**config.mk**
```make
export PLATFORM = sky130hd
export DESIGN_NAME = mult8_seq_ctrl_flat
export DESIGN_NICKNAME = d
export VERILOG_FILES = /design/src/rtl/mult8_seq_ctrl_if.sv /design/src/rtl/mult8_seq_ctrl.sv /design/src/flat_wrapper.sv
export SDC_FILE = /design/constraint.sdc
export NUM_CORES = 1
export LEC_CHECK = 0
export CAP_MARGIN = 20
export CELL_PAD_IN_SITES_DETAIL_PLACEMENT = 1
export CELL_PAD_IN_SITES_GLOBAL_PLACEMENT = 1
export CORE_MARGIN = 5
export CORE_UTILIZATION = 44
export CTS_CLUSTER_SIZE = 25
export DETAILED_ROUTE_END_ITERATION = 10
export PLACE_DENSITY = 0.83
export SLEW_MARGIN = 20
export SYNTH_ARGS = -nofsm -noshare
export SYNTH_HDL_FRONTEND = slang
export SYNTH_SLANG_ARGS = --single-unit
```
**constraint.sdc**
```tcl
create_clock -name clk -period 11.75 [get_ports clk]
set_input_delay 3.525 -clock clk [delete_from_list [all_inputs] [get_ports clk]]
set_output_delay 3.525 -clock clk [all_outputs]
set_load 0.1 [all_outputs]
```
**src/rtl/mult8_seq_ctrl_if.sv**
```systemverilog
// ----------------------------------------------------------------------------
// mult8_seq_ctrl_if
// Purpose : Handshake bundle between a host and the sequential 8x8 multiplier
//           controller. The operand side and the result side each use their
//           own valid/ready pair.
// Signals :
//   in_valid  host -> ctrl   operands a/b are valid
//   in_ready  ctrl -> host   controller can accept operands (IDLE)
//   a, b      host -> ctrl   8-bit unsigned operands
//   out_valid ctrl -> host   product p is valid (DONE)
//   out_ready host -> ctrl   host accepts the product
//   p         ctrl -> host   16-bit product
//   busy      ctrl -> host   controller is not idle
// Modports: master = host side, slave = controller side.
// ----------------------------------------------------------------------------
interface mult8_seq_ctrl_if;
    logic        in_valid;
    logic        in_ready;
    logic [7:0]  a;
    logic [7:0]  b;
    logic        out_valid;
    logic        out_ready;
    logic [15:0] p;
    logic        busy;

    modport master (
        output in_valid, a, b, out_ready,
        input  in_ready, out_valid, p, busy
    );

    modport slave (
        input  in_valid, a, b, out_ready,
        output in_ready, out_valid, p, busy
    );
endinterface

```
**src/rtl/mult8_seq_ctrl.sv**
```systemverilog
// ----------------------------------------------------------------------------
// mult8_seq_ctrl
// Purpose : Computes an unsigned 8x8 -> 16-bit product by stepping one shared
//           4x4 array multiplier over the four nibble pairs and accumulating
//           the shifted partial products.
// Parameters:
//   ZERO_SKIP  1 = skip any step whose nibble pair contains a zero nibble,
//              0 = always run all four steps.
// Ports   :
//   clk   input   system clock, rising edge
//   rst   input   synchronous active-high reset
//   bus   slave   operand/result handshake (see mult8_seq_ctrl_if)
// ----------------------------------------------------------------------------

// 4x4 unsigned array multiplier: AND rows of the multiplicand gated by each
// multiplier bit, summed with the proper binary weight.
module array_mult_structural (
    input  logic [3:0] i_m,
    input  logic [3:0] i_q,
    output logic [7:0] o_product
);
    logic [3:0] w_pp0;
    logic [3:0] w_pp1;
    logic [3:0] w_pp2;
    logic [3:0] w_pp3;

    assign w_pp0 = i_m & {4{i_q[0]}};
    assign w_pp1 = i_m & {4{i_q[1]}};
    assign w_pp2 = i_m & {4{i_q[2]}};
    assign w_pp3 = i_m & {4{i_q[3]}};

    assign o_product = {4'b0000, w_pp0}
                     + {3'b000, w_pp1, 1'b0}
                     + {2'b00, w_pp2, 2'b00}
                     + {1'b0, w_pp3, 3'b000};
endmodule

module mult8_seq_ctrl #(
    parameter int ZERO_SKIP = 0
) (
    input  logic           clk,
    input  logic           rst,
    mult8_seq_ctrl_if.slave bus
);
    typedef enum logic [1:0] {
        IDLE = 2'd0,
        MUL  = 2'd1,
        DONE = 2'd2
    } state_t;

    state_t      r_state;
    state_t      w_stateNext;

    logic [7:0]  r_A;
    logic [7:0]  r_B;
    logic [15:0] r_accum;
    logic [1:0]  r_step;
    logic [3:0]  r_stepMask;

    logic [3:0]  w_enMask;
    logic [2:0]  w_firstStep;
    logic [2:0]  w_nextStep;
    logic [3:0]  w_mulM;
    logic [3:0]  w_mulQ;
    logic [7:0]  w_nibProd;
    logic [15:0] w_shiftedProd;

    // Lowest enabled step at or above 'from'. Bit 2 of the result set means
    // no enabled step remains, which is how the caller knows to finish.
    function automatic logic [2:0] findStep(input logic [3:0] mask, input logic [2:0] from);
        logic [2:0] res;
        res = 3'b100;
        for (int i = 3; i >= 0; i--) begin
            if (mask[i] && (3'(i) >= from)) begin
                res = {1'b0, 2'(i)};
            end
        end
        return res;
    endfunction

    // Step enable mask for the operands being offered. Bit n enables step n:
    // step0 = lo*lo, step1 = Ahi*Blo, step2 = Alo*Bhi, step3 = hi*hi.
    // A step with a zero nibble contributes nothing, so it may be skipped.
    always_comb begin
        w_enMask = 4'b1111;
        if (ZERO_SKIP != 0) begin
            w_enMask[0] = (bus.a[3:0] != 4'd0) && (bus.b[3:0] != 4'd0);
            w_enMask[1] = (bus.a[7:4] != 4'd0) && (bus.b[3:0] != 4'd0);
            w_enMask[2] = (bus.a[3:0] != 4'd0) && (bus.b[7:4] != 4'd0);
            w_enMask[3] = (bus.a[7:4] != 4'd0) && (bus.b[7:4] != 4'd0);
        end
    end

    assign w_firstStep = findStep(w_enMask, 3'd0);
    assign w_nextStep  = findStep(r_stepMask, {1'b0, r_step} + 3'd1);

    // Route the latched nibbles for the current step into the shared array
    // and pick the weight its product carries in the full result.
    always_comb begin
        w_mulM        = r_A[3:0];
        w_mulQ        = r_B[3:0];
        w_shiftedProd = {8'h00, w_nibProd};
        case (r_step)
            2'd0: begin
                w_mulM        = r_A[3:0];
                w_mulQ        = r_B[3:0];
                w_shiftedProd = {8'h00, w_nibProd};
            end
            2'd1: begin
                w_mulM        = r_A[7:4];
                w_mulQ        = r_B[3:0];
                w_shiftedProd = {4'h0, w_nibProd, 4'h0};
            end
            2'd2: begin
                w_mulM        = r_A[3:0];
                w_mulQ        = r_B[7:4];
                w_shiftedProd = {4'h0, w_nibProd, 4'h0};
            end
            default: begin
                w_mulM        = r_A[7:4];
                w_mulQ        = r_B[7:4];
                w_shiftedProd = {w_nibProd, 8'h00};
            end
        endcase
    end

    array_mult_structural u_mult (
        .i_m       (w_mulM),
        .i_q       (w_mulQ),
        .o_product (w_nibProd)
    );

    // State register; reset wins over any handshake or step in progress.
    always_ff @(posedge clk) begin
        if (rst) begin
            r_state <= IDLE;
        end else begin
            r_state <= w_stateNext;
        end
    end

    // Next-state logic and handshake outputs. The outputs depend on state
    // only, so in_valid/out_ready never reach in_ready/out_valid directly.
    always_comb begin
        w_stateNext   = r_state;
        bus.in_ready  = 1'b0;
        bus.out_valid = 1'b0;
        bus.busy      = 1'b1;
        case (r_state)
            IDLE: begin
                bus.in_ready = 1'b1;
                bus.busy     = 1'b0;
                if (bus.in_valid) begin
                    w_stateNext = w_firstStep[2] ? DONE : MUL;
                end
            end
            MUL: begin
                if (w_nextStep[2]) begin
                    w_stateNext = DONE;
                end
            end
            DONE: begin
                bus.out_valid = 1'b1;
                if (bus.out_ready) begin
                    w_stateNext = IDLE;
                end
            end
            default: begin
                w_stateNext = IDLE;
            end
        endcase
    end

    // Datapath: latch operands and step plan on accept, then add one shifted
    // partial product per MUL cycle. The accumulator is left alone after the
    // result handshake so p keeps the last product until the next accept.
    always_ff @(posedge clk) begin
        if (rst) begin
            r_A        <= 8'h00;
            r_B        <= 8'h00;
            r_accum    <= 16'h0000;
            r_step     <= 2'd0;
            r_stepMask <= 4'h0;
        end else begin
            case (r_state)
                IDLE: begin
                    if (bus.in_valid) begin
                        r_A        <= bus.a;
                        r_B        <= bus.b;
                        r_accum    <= 16'h0000;
                        r_step     <= w_firstStep[1:0];
                        r_stepMask <= w_enMask;
                    end
                end
                MUL: begin
                    r_accum <= r_accum + w_shiftedProd;
                    if (!w_nextStep[2]) begin
                        r_step <= w_nextStep[1:0];
                    end
                end
                default: begin
                end
            endcase
        end
    end

    assign bus.p = r_accum;
endmodule

```
**src/flat_wrapper.sv**
```systemverilog
// flat-port wrapper written by rule: the top's interface ports become plain ports
module mult8_seq_ctrl_flat 
#(
    parameter int ZERO_SKIP = 0
)
  (clk, rst, bus_in_valid, bus_a, bus_b, bus_out_ready, bus_in_ready, bus_out_valid, bus_p, bus_busy);
  mult8_seq_ctrl_if bus_i ();
  input  logic clk;
  input  logic rst;
  input wire logic [$bits(bus_i.in_valid)-1:0] bus_in_valid;
  input wire logic [$bits(bus_i.a)-1:0] bus_a;
  input wire logic [$bits(bus_i.b)-1:0] bus_b;
  input wire logic [$bits(bus_i.out_ready)-1:0] bus_out_ready;
  output wire logic [$bits(bus_i.in_ready)-1:0] bus_in_ready;
  output wire logic [$bits(bus_i.out_valid)-1:0] bus_out_valid;
  output wire logic [$bits(bus_i.p)-1:0] bus_p;
  output wire logic [$bits(bus_i.busy)-1:0] bus_busy;
  assign bus_i.in_valid = bus_in_valid;
  assign bus_i.a = bus_a;
  assign bus_i.b = bus_b;
  assign bus_i.out_ready = bus_out_ready;
  assign bus_in_ready = bus_i.in_ready;
  assign bus_out_valid = bus_i.out_valid;
  assign bus_p = bus_i.p;
  assign bus_busy = bus_i.busy;
  mult8_seq_ctrl #(.ZERO_SKIP(ZERO_SKIP)) u_core (.clk(clk), .rst(rst), .bus(bus_i));
endmodule
```
==> results.json, run 1 <==
{
  "outcome": "complete, no violations",
  "cp_data_arrival_time_ns": 6.61,
  "syn_avg_cell_area_um2": 8.14,
  "cts-htree-levels": 2,
  "hold_path.startpoint": "u_core.r_B[1]",
  "path_delay_family": "adder cells",
  "crit_fanout": 8,
  "synth.most_common_cell": "nand2_1",
  "r2r_end": "u_core.bus.p[15]",
  "synth_compound_area_share_pct": 20.7,
  "setup_violations": 0,
  "synth_warnings": 0,
  "ys_ff_latch": 37,
  "period_needed_ns": 6.42,
  "synthDistinctLibCells": 42,
  "synthMuxAreaShare_pct": 2.99,
  "syn_inst": 329,
  "die_area_um2": 7750,
  "antennaDiodeCount": 0,
  "post_cts.repair.setup_buffers": 0,
  "chipHeight_um": 88.0,
  "drc": 0,
  "finalHoldViolCount": 0,
  "ys_top_cells_by_count": "nand2_1, a21oi_1, dfxtp_1, ha_1, nor2_1",
  "r2r-start": "u_core.r_step[0]",
  "rsz0062_at_grt": "no",
  "drt_wl_total_um": 7060,
  "track_usage_pct": 19.3,
  "cp-end-kind": "register",
  "grt_max_degree": 35,
  "synthFlopType": "dfxtp_1",
  "yosys-top-cells-area": "dfxtp_1, ha_1, a21oi_1",
  "hold_depth": 2,
  "place_congestion": 0.874,
  "numCtsBuffers": 5,
  "synthArstFlopShare_pct": 0,
  "cts_resized": 0,
  "synthXorXnorAreaFrac_pct": 4.90,
  "vias": 2434,
  "grt_pass1_wl_um": 11800,
  "die_w_um": 88.0,
  "peakVddDrop_v": 0.0000593,
  "io_pins": 39,
  "cp-start-kind": "register",
  "port_buffers": 38,
  "viasPerCell": 5.58,
  "ctsRootBufferMaster": "clkbuf_8",
  "clkLatencyLatePin_ns": 0.30,
  "synth-simple-area-share_pct": 21.3,
  "wire_per_inst_um": 16.2,
  "rrSetupSlack_ns": 5.33,
  "drive_gt1_share_pct": 4.16,
  "yosysSeqAreaShare_pct": 27.7,
  "antenna_found_initial": 0,
  "synthAdderAreaFrac_pct": 19.0,
  "first_iter_violations": 62,
  "required_ns": 11.94,
  "cpPeakStageDelay_ns": 0.55,
  "cts.path.max_buffers": 2,
  "max_freq_ghz": 0.156,
  "overflow": 0,
  "cp.buffers_inverters": 3,
  "path_clk_slew_ns": 0.09,
  "crit_chain": "inv_1 -> ha_1 -> nor2_1 -> mux2i_1 -> nor2_1 -> fa_1 -> inv_1 -> fa_1 -> inv_1 -> ha_1 -> fa_1 -> a21o_1 -> a21oi_1 -> xnor2_1 -> a22oi_1 -> nor2_1 -> ha_1 -> and3_1 -> and4_1 -> a211oi_1 -> or4b_1 -> and4b_1 -> a211o_1",
  "fin_crit_sh_pct": 54.6,
  "hold_class": "reg2reg",
  "synth_area_um2": 2680,
  "drv_cap": 0,
  "synth_top_area_share_pct": 27.7,
  "worstSetupPathType": "reg2reg",
  "syn_to_final_growth_pct": 20.1,
  "grt_pass1_vias": 2549,
  "power_leakage_nw": 1.45,
  "worst_pin_slew_ns": 0.978,
  "synth_area_leader_cell": "dfxtp_1",
  "finish.net_count": 417,
  "core_um2": 5920,
  "maxSlewViolCount": 0,
  "floorplan.initialDensity_pct": 45.2,
  "detailed_place_hpwl_um": 5560,
  "crit_path_top_delay_cell": "fa_1",
  "worstRegToRegCells": 23,
  "clock_sinks": 37,
  "detail-route-antenna-nets": 0,
  "synth-edff-count": 0,
  "utilization_pct": 54.4,
  "cts_tree": "built",
  "power_density_nw_per_um2": 93.7,
  "clock_skew_ns": 0.0106,
  "dr.pass1.iters": 4,
  "hold_path_end": "u_core.r_B[1]",
  "tns_ns": 0,
  "synth_nets": 386,
  "holdBufCountCts": 0,
  "relSlewSlack_pct": 34.6,
  "synth_top_family_by_area": "simple AND/OR/NAND/NOR gates",
  "num_rows": 28
}
==> cell families after synthesis <==
group	count (synthesis)
DFF	37
AOI/OAI and AO/OA	86
and+or+nand+nor	121
adders and majority gates	37
xor gates and xnor gates	15
muxes	8
buffers and inverters	25
==> report_power, final <==
group | switching [mW] | internal, mW | total (mW)
Clock | 0.0530 | 0.0636 | 0.117
Combinational | 0.0336 | 0.0176 | 0.0512
Sequential | 0.00354 | 0.130 | 0.134
==> how the worst max path moves through the flow <==
stage                            startpoint          endpoint  slack (ns)  cells past startpoint
after floorplan           u_core.r_state[0]          bus_busy        5.61                      2
after global placement     u_core.r_step[0]  u_core.bus.p[15]        5.66                     23
after detailed placement   u_core.r_step[0]  u_core.bus.p[15]        5.38                     23
after CTS                  u_core.r_step[0]  u_core.bus.p[15]        5.34                     23
after global routing       u_core.r_step[0]  u_core.bus.p[15]        4.91                     23
final                      u_core.r_step[0]  u_core.bus.p[15]        5.33                     23
==> stage by stage <==
step	power (mW)	instance area [um2]	instances	hold slack [ns]	worst slack, ns
2_1_floorplan	0.171	2680	329	0.436	5.61
3_3_place_gp	0.186	3100	428	0.445	5.66
3_5_place_dp	0.189	3100	428	0.455	5.38
4_1_cts	0.304	3220	436	0.467	5.34
5_1_grt	0.317	3220	436	0.489	4.91
6_report	0.302	3220	436	0.461	5.33
==> sequential cells by signal (all words and copies together), names as in the netlist <==
| signal | flops |
|---|---|
| u_core.r_B | 8 |
| u_core.bus.p | 16 |
| u_core.r_A | 8 |
| u_core.r_state | 2 |
| u_core.r_stepMask | 1 |
| u_core.r_step | 2 |
==> cells in the final DEF (no fill, tap or decap), drive strengths merged, types with 5 or more instances in the layout <==
| cell type | netlist | layout |
|---|---|---|
| clkdlybuf4s50 | 0 | 38 |
| inv | 10 | 10 |
| a22o | 10 | 10 |
| nand3 | 12 | 12 |
| dfxtp | 37 | 37 |
| nor2 | 30 | 30 |
| a22oi | 5 | 5 |
| ha | 31 | 31 |
| nand2 | 47 | 47 |
| clkbuf | 13 | 5 |
| fa | 6 | 6 |
| a21oi | 44 | 44 |
| a21o | 10 | 10 |
| xor2 | 6 | 6 |
| mux2i | 8 | 8 |
| xnor2 | 9 | 9 |
| and2 | 8 | 8 |
==> tightest hold or removal path, delay by kind of cell, from the launching register on <==
family             cells  cell delay [ns]
and+or+nand+nor        1             0.05
AOI/OAI and AO/OA      1             0.05
DFF                    1             0.32
==> layout make-up <==
cell class	instances	area [um2]
flip-flops and latches	37	741
clock inverters	3	46.3
repair buffers	39	388
well taps	75	93.8
inverters	10	37.5
clock buffers	5	68.8
multi-input cells	267	1840
fillers	727	2700
==> per-layer routing <==
| layer | track usage (%) | share of wire (%) |
|---|---|---|
| met1 | 21.8 | 42 |
| met2 | 36.5 | 53 |
| met3 | 3.86 | 3.2 |
| met4 | 5.36 | 1.5 |
| met5 | 0 | 0 |
(Power assumes the default switching activity.)
==> inputs of run 2 (changes only) <==
Settings changed: CORE_UTILIZATION 44 to 37, PLACE_DENSITY 0.83 to 0.74.
Clock period 11.75 ns to 5.6 ns, I/O delays scaled along.
==> results.json, run 2 (synthesis gave the netlist of run 1 again) <==
{
  "grt_max_degree": 26,
  "hold_class": "reg2reg",
  "rsz0062_at_grt": "yes",
  "final_cell_mix": "nand2_1, a21oi_1, clkdlybuf4s50_1, buf_4, dfxtp_1",
  "cp-start-kind": "register",
  "first_iter_violations": 53,
  "worstRegToRegCells": 25,
  "finish.net_count": 456,
  "setup_violations": 0,
  "core_um2": 7140,
  "cp_data_arrival_time_ns": 5.75,
  "max_freq_ghz": 0.180,
  "drive_gt1_share_pct": 20.8,
  "clock_sinks": 37,
  "place_area_um2": 3310,
  "fillerInstances": 839,
  "r2r-start": "u_core.r_step[0]",
  "port_buffers": 38,
  "fin_area_um2": 3730,
  "grt_pass1_vias": 2695,
  "chipHeight_um": 95.1,
  "cts-htree-levels": 2,
  "hold_path.startpoint": "u_core.r_A[4]",
  "wire_per_inst_um": 16.3,
  "hold_depth": 2,
  "detailed_place_hpwl_um": 5990,
  "met3_wirelength_um": 236,
  "required_ns": 5.80,
  "total_power_mw": 0.625,
  "drt_wl_total_um": 8150,
  "cts_tree": "built",
  "largest_reg_flops": 16,
  "numCtsBuffers": 5,
  "cp-end-kind": "register",
  "viasPerCell": 5.25,
  "outcome": "complete, no violations",
  "overflow": 0,
  "final_common_cell": "nand2_1",
  "finalNonFillerCells": 499,
  "wl_met1_um": 3420,
  "vias": 2621,
  "finalHoldViolCount": 0,
  "floorplan.initialDensity_pct": 37.5,
  "rrSetupSlack_ns": 0.05,
  "path_clk_slew_ns": 0.09,
  "cts.path.max_buffers": 2,
  "relSlewSlack_pct": 34.9,
  "power_density_nw_per_um2": 167,
  "clock_skew_ns": 0.00448,
  "period_needed_ns": 5.55,
  "io_pins": 39,
  "dr.pass1.iters": 4,
  "dp.cells": 473,
  "place_congestion": 0.850,
  "power_leakage_nw": 1.65,
  "worst_pin_slew_ns": 0.974,
  "antenna_found_initial": 0,
  "r2r_end": "u_core.bus.p[15]",
  "peakVddDrop_v": 0.000126,
  "detail-route-antenna-nets": 0,
  "crit_fanout": 5,
  "highest_layer": "met4",
  "maxSlewViolCount": 0,
  "clkLatencyLatePin_ns": 0.31,
  "ctsRootBufferMaster": "clkbuf_8",
  "utilization_pct": 52.3,
  "drc": 0,
  "crit_path_top_delay_cell": "or4b_4",
  "die_area_um2": 9040,
  "hold_path_end": "u_core.r_A[4]",
  "drv_cap": 0,
  "grt_pass1_wl_um": 12600,
  "antennaDiodeCount": 0,
  "die_w_um": 95.1,
  "cp.buffers_inverters": 5,
  "syn_to_final_growth_pct": 39.3,
  "track_usage_pct": 17.8,
  "num_rows": 31,
  "worstSetupPathType": "reg2reg",
  "cpPeakStageDelay_ns": 0.55,
  "path_delay_family": "adder cells",
  "fin_crit_sh_pct": 99.2,
  "wl_met2_um": 4320
}
run 2: cell count changes in the layout (fill, tap and decap cells not counted), sizes merged:
cell,previous run,this run
buf,1,40
bufinv,1,0
clkinv,1,0
inv,10,12
run 2: how the worst max path moves through the flow:
| stage | to | depth (start not counted) | from |
|---|---|---|---|
| 4_1_cts | u_core.bus.p[15] | 23 | u_core.r_step[0] |
| 5_1_grt | u_core.bus.p[15] | 25 | u_core.r_step[0] |
| 2_1_floorplan | u_core.bus.p[15] | 24 | u_core.r_step[1] |
| 3_5_place_dp | u_core.bus.p[15] | 23 | u_core.r_step[0] |
| 3_3_place_gp | u_core.bus.p[15] | 23 | u_core.r_step[0] |
| 6_report | u_core.bus.p[15] | 25 | u_core.r_step[0] |
run 2: per-stage QoR:
step / hold WS (ns) / worst slack (ns) / TNS (ns)
finish: 0.475 / 0.0454 / 0
global route: 0.499 / -0.154 / -0.255
CTS: 0.472 / 0.0161 / 0
detailed placement: 0.456 / -0.219 / -0.455
global placement: 0.444 / -0.0157 / -0.0157
floorplan: 0.436 / 0.0217 / 0
run 2: metal layers:
layer | global-route usage [%] | vias up
li1 | - | 1294
met1 | 19.7 | 1259
met2 | 33.1 | 53
met3 | 3.31 | 15
met4 | 6.97 | 0
met5 | 0 | -
run 2: final cells by class:
class                      count  area (um2)  share of cell area [%]
multi-input combinational    267        2030                    54.3
tap                           99         124                    3.32
clock buffer                   5        68.8                    1.84
timing repair buffer          78         701                    18.8
clock inverter                 3        25.0                   0.670
inverter                      10        42.5                    1.14
sequential                    37         746                    20.0
run 2: tightest hold or removal path, cell delays in order, from the launching register on:
cell	delay, ns
dfxtp_1	0.32
nand2_1	0.06
a21oi_1	0.06
run 2: where the power goes:
| part | total (mW) | internal [mW] | switching (mW) |
|---|---|---|---|
| sequential | 0.284 | 0.273 | 0.0106 |
| clock | 0.209 | 0.0909 | 0.118 |
| combinational | 0.133 | 0.0550 | 0.0776 |
| total | 0.625 | 0.419 | 0.206 |
run 2: what timing repair did:
item,in CTS,in global routing
pin swaps,2,17
hold endpoints to repair,0,0
endpoints found under the setup margin,3,4
hold buffers,0,0
buffers inserted,3,15
gates resized for setup,15,24
==> inputs of run 3 (changes only) <==
Settings changed: CELL_PAD_IN_SITES_DETAIL_PLACEMENT 1 to not set, CELL_PAD_IN_SITES_GLOBAL_PLACEMENT 1 to not set, CORE_UTILIZATION 37 to 50, PLACE_DENSITY 0.74 to 0.77.
==> results.json, run 3 (synthesis gave the netlist of run 1 again) <==
{
  "rsz0062_at_grt": "yes",
  "power_leakage_nw": 1.57,
  "drt_wl_total_um": 6630,
  "relSlewSlack_pct": 34.6,
  "drv_cap": 0,
  "hold_class": "reg2reg",
  "antenna_found_initial": 0,
  "maxSlewViolCount": 0,
  "grt_pass1_wl_um": 10600,
  "path_clk_slew_ns": 0.08,
  "outcome": "complete, no violations",
  "drc": 0,
  "max_freq_ghz": 0.182,
  "largest_reg_flops": 16,
  "port_buffers": 38,
  "worst_pin_slew_ns": 0.978,
  "overflow": 0,
  "clock_skew_ns": 0.0127,
  "multi_input_area_um2": 2010,
  "setup_violations": 0,
  "wire_per_inst_um": 14.7,
  "grt_pass1_vias": 2303,
  "clkLatencyLatePin_ns": 0.30,
  "viasPerCell": 5.53,
  "num_rows": 26,
  "holdBufCountCts": 0,
  "antennaDiodeCount": 0,
  "vias": 2488,
  "finalHoldViolCount": 0,
  "final_common_cell": "nand2_1",
  "cp-end-kind": "register",
  "first_iter_violations": 90,
  "fillerInstances": 441,
  "clock_sinks": 37,
  "setup_slack_ns": 0.111,
  "cp_data_arrival_time_ns": 5.68,
  "cts.path.max_buffers": 2,
  "period_needed_ns": 5.49,
  "pre_cts_ws_ns": -0.122,
  "cp-start-kind": "register",
  "crit_fanout": 5,
  "worstSetupPathType": "reg2reg",
  "die_area_um2": 6920,
  "detail-route-antenna-nets": 0,
  "power_density_nw_per_um2": 181,
  "core_um2": 5140,
  "required_ns": 5.79,
  "finish.net_count": 436,
  "total_power_mw": 0.645,
  "detailed_place_hpwl_um": 4830,
  "seqCellArea_um2": 746,
  "tns_ns": 0,
  "floorplan.initialDensity_pct": 52.1,
  "fin_crit_sh_pct": 98.0,
  "chipHeight_um": 83.2,
  "ctsRootBufferMaster": "clkbuf_8",
  "syn_to_final_growth_pct": 32.8,
  "peakVddDrop_v": 0.000155,
  "grt_max_degree": 26,
  "io_pins": 39,
  "numCtsBuffers": 5,
  "drive_gt1_share_pct": 16.3,
  "place_congestion": 0.909,
  "cts_tree": "built",
  "track_usage_pct": 18.2,
  "dr.pass1.iters": 4,
  "final_cell_mix": "nand2_1, a21oi_1, clkdlybuf4s50_1, dfxtp_1, ha_1",
  "cts-htree-levels": 2,
  "die_w_um": 83.2
}
[run 3: cell count changes in the layout (fill, tap and decap cells not counted), sizes merged]
cell    change
buf        -20
inv         -2
bufinv      +1
clkinv      +1
[run 3: path summary, 6_finish.rpt]
kind               startpoint               end  slack [ns]  depth (start not counted)
min             u_core.r_B[7]     u_core.r_B[7]        0.47                          2
max          u_core.r_step[0]  u_core.bus.p[15]        0.11                         23
min reg2reg     u_core.r_B[7]     u_core.r_B[7]        0.47                          2
max reg2reg  u_core.r_step[0]  u_core.bus.p[15]        0.11                         23
[run 3: repair_timing]
item	in CTS	in global routing
resized for setup	9	29
pin swaps	2	18
endpoints found under the setup margin	3	5
setup buffers	2	6
[run 3: worst max-delay path: stages (launching register included)]
cell,delay (ns)
dfxtp_4,0.41
inv_6,0.06
ha_4,0.16
nor2_4,0.21
mux2i_4,0.33
nor2_2,0.09
fa_1,0.55
inv_2,0.04
fa_1,0.47
inv_1,0.04
ha_2,0.20
fa_2,0.36
a21o_1,0.17
a21oi_2,0.16
xnor2_2,0.10
a22oi_1,0.16
nor2_1,0.06
ha_1,0.33
and3_4,0.19
and4_4,0.22
a211oi_2,0.07
or4b_1,0.56
and4b_1,0.21
a211o_1,0.22
[run 3: area by class of cell]
| cell class | count | share of cell area (%) |
|---|---|---|
| clock inverter | 3 | 1.30 |
| inverter | 10 | 1.20 |
| tap | 70 | 2.46 |
| multi-input combinational | 267 | 56.5 |
| timing repair buffer | 58 | 15.7 |
| sequential | 37 | 21.0 |
| clock buffer | 5 | 1.93 |
[run 3: per-layer routing]
metal,up-vias,global-route usage [%],part of all wire [%]
li1,1263,-,-
met1,1147,21.5,42
met2,67,32.6,52
met3,11,3.66,4.7
met4,0,6.24,1.4
met5,-,0,0
[run 3: where the power goes]
part / switching (mW) / total, mW / internal, mW
logic: 0.0725 / 0.120 / 0.0480
clock network: 0.107 / 0.241 / 0.133
registers: 0.0104 / 0.283 / 0.273
total: 0.190 / 0.645 / 0.454
[run 3: metrics by stage]
stage | area (um2) | util (%) | hold WS (ns) | cells
detailed placement | 3200 | 62.3 | 0.456 | 434
global placement | 3200 | 62.3 | 0.446 | 434
floorplan | 2710 | - | 0.436 | 329
CTS | 3370 | 65.5 | 0.472 | 444
finish | 3560 | 69.2 | 0.474 | 450
global route | 3560 | 69.2 | 0.486 | 450
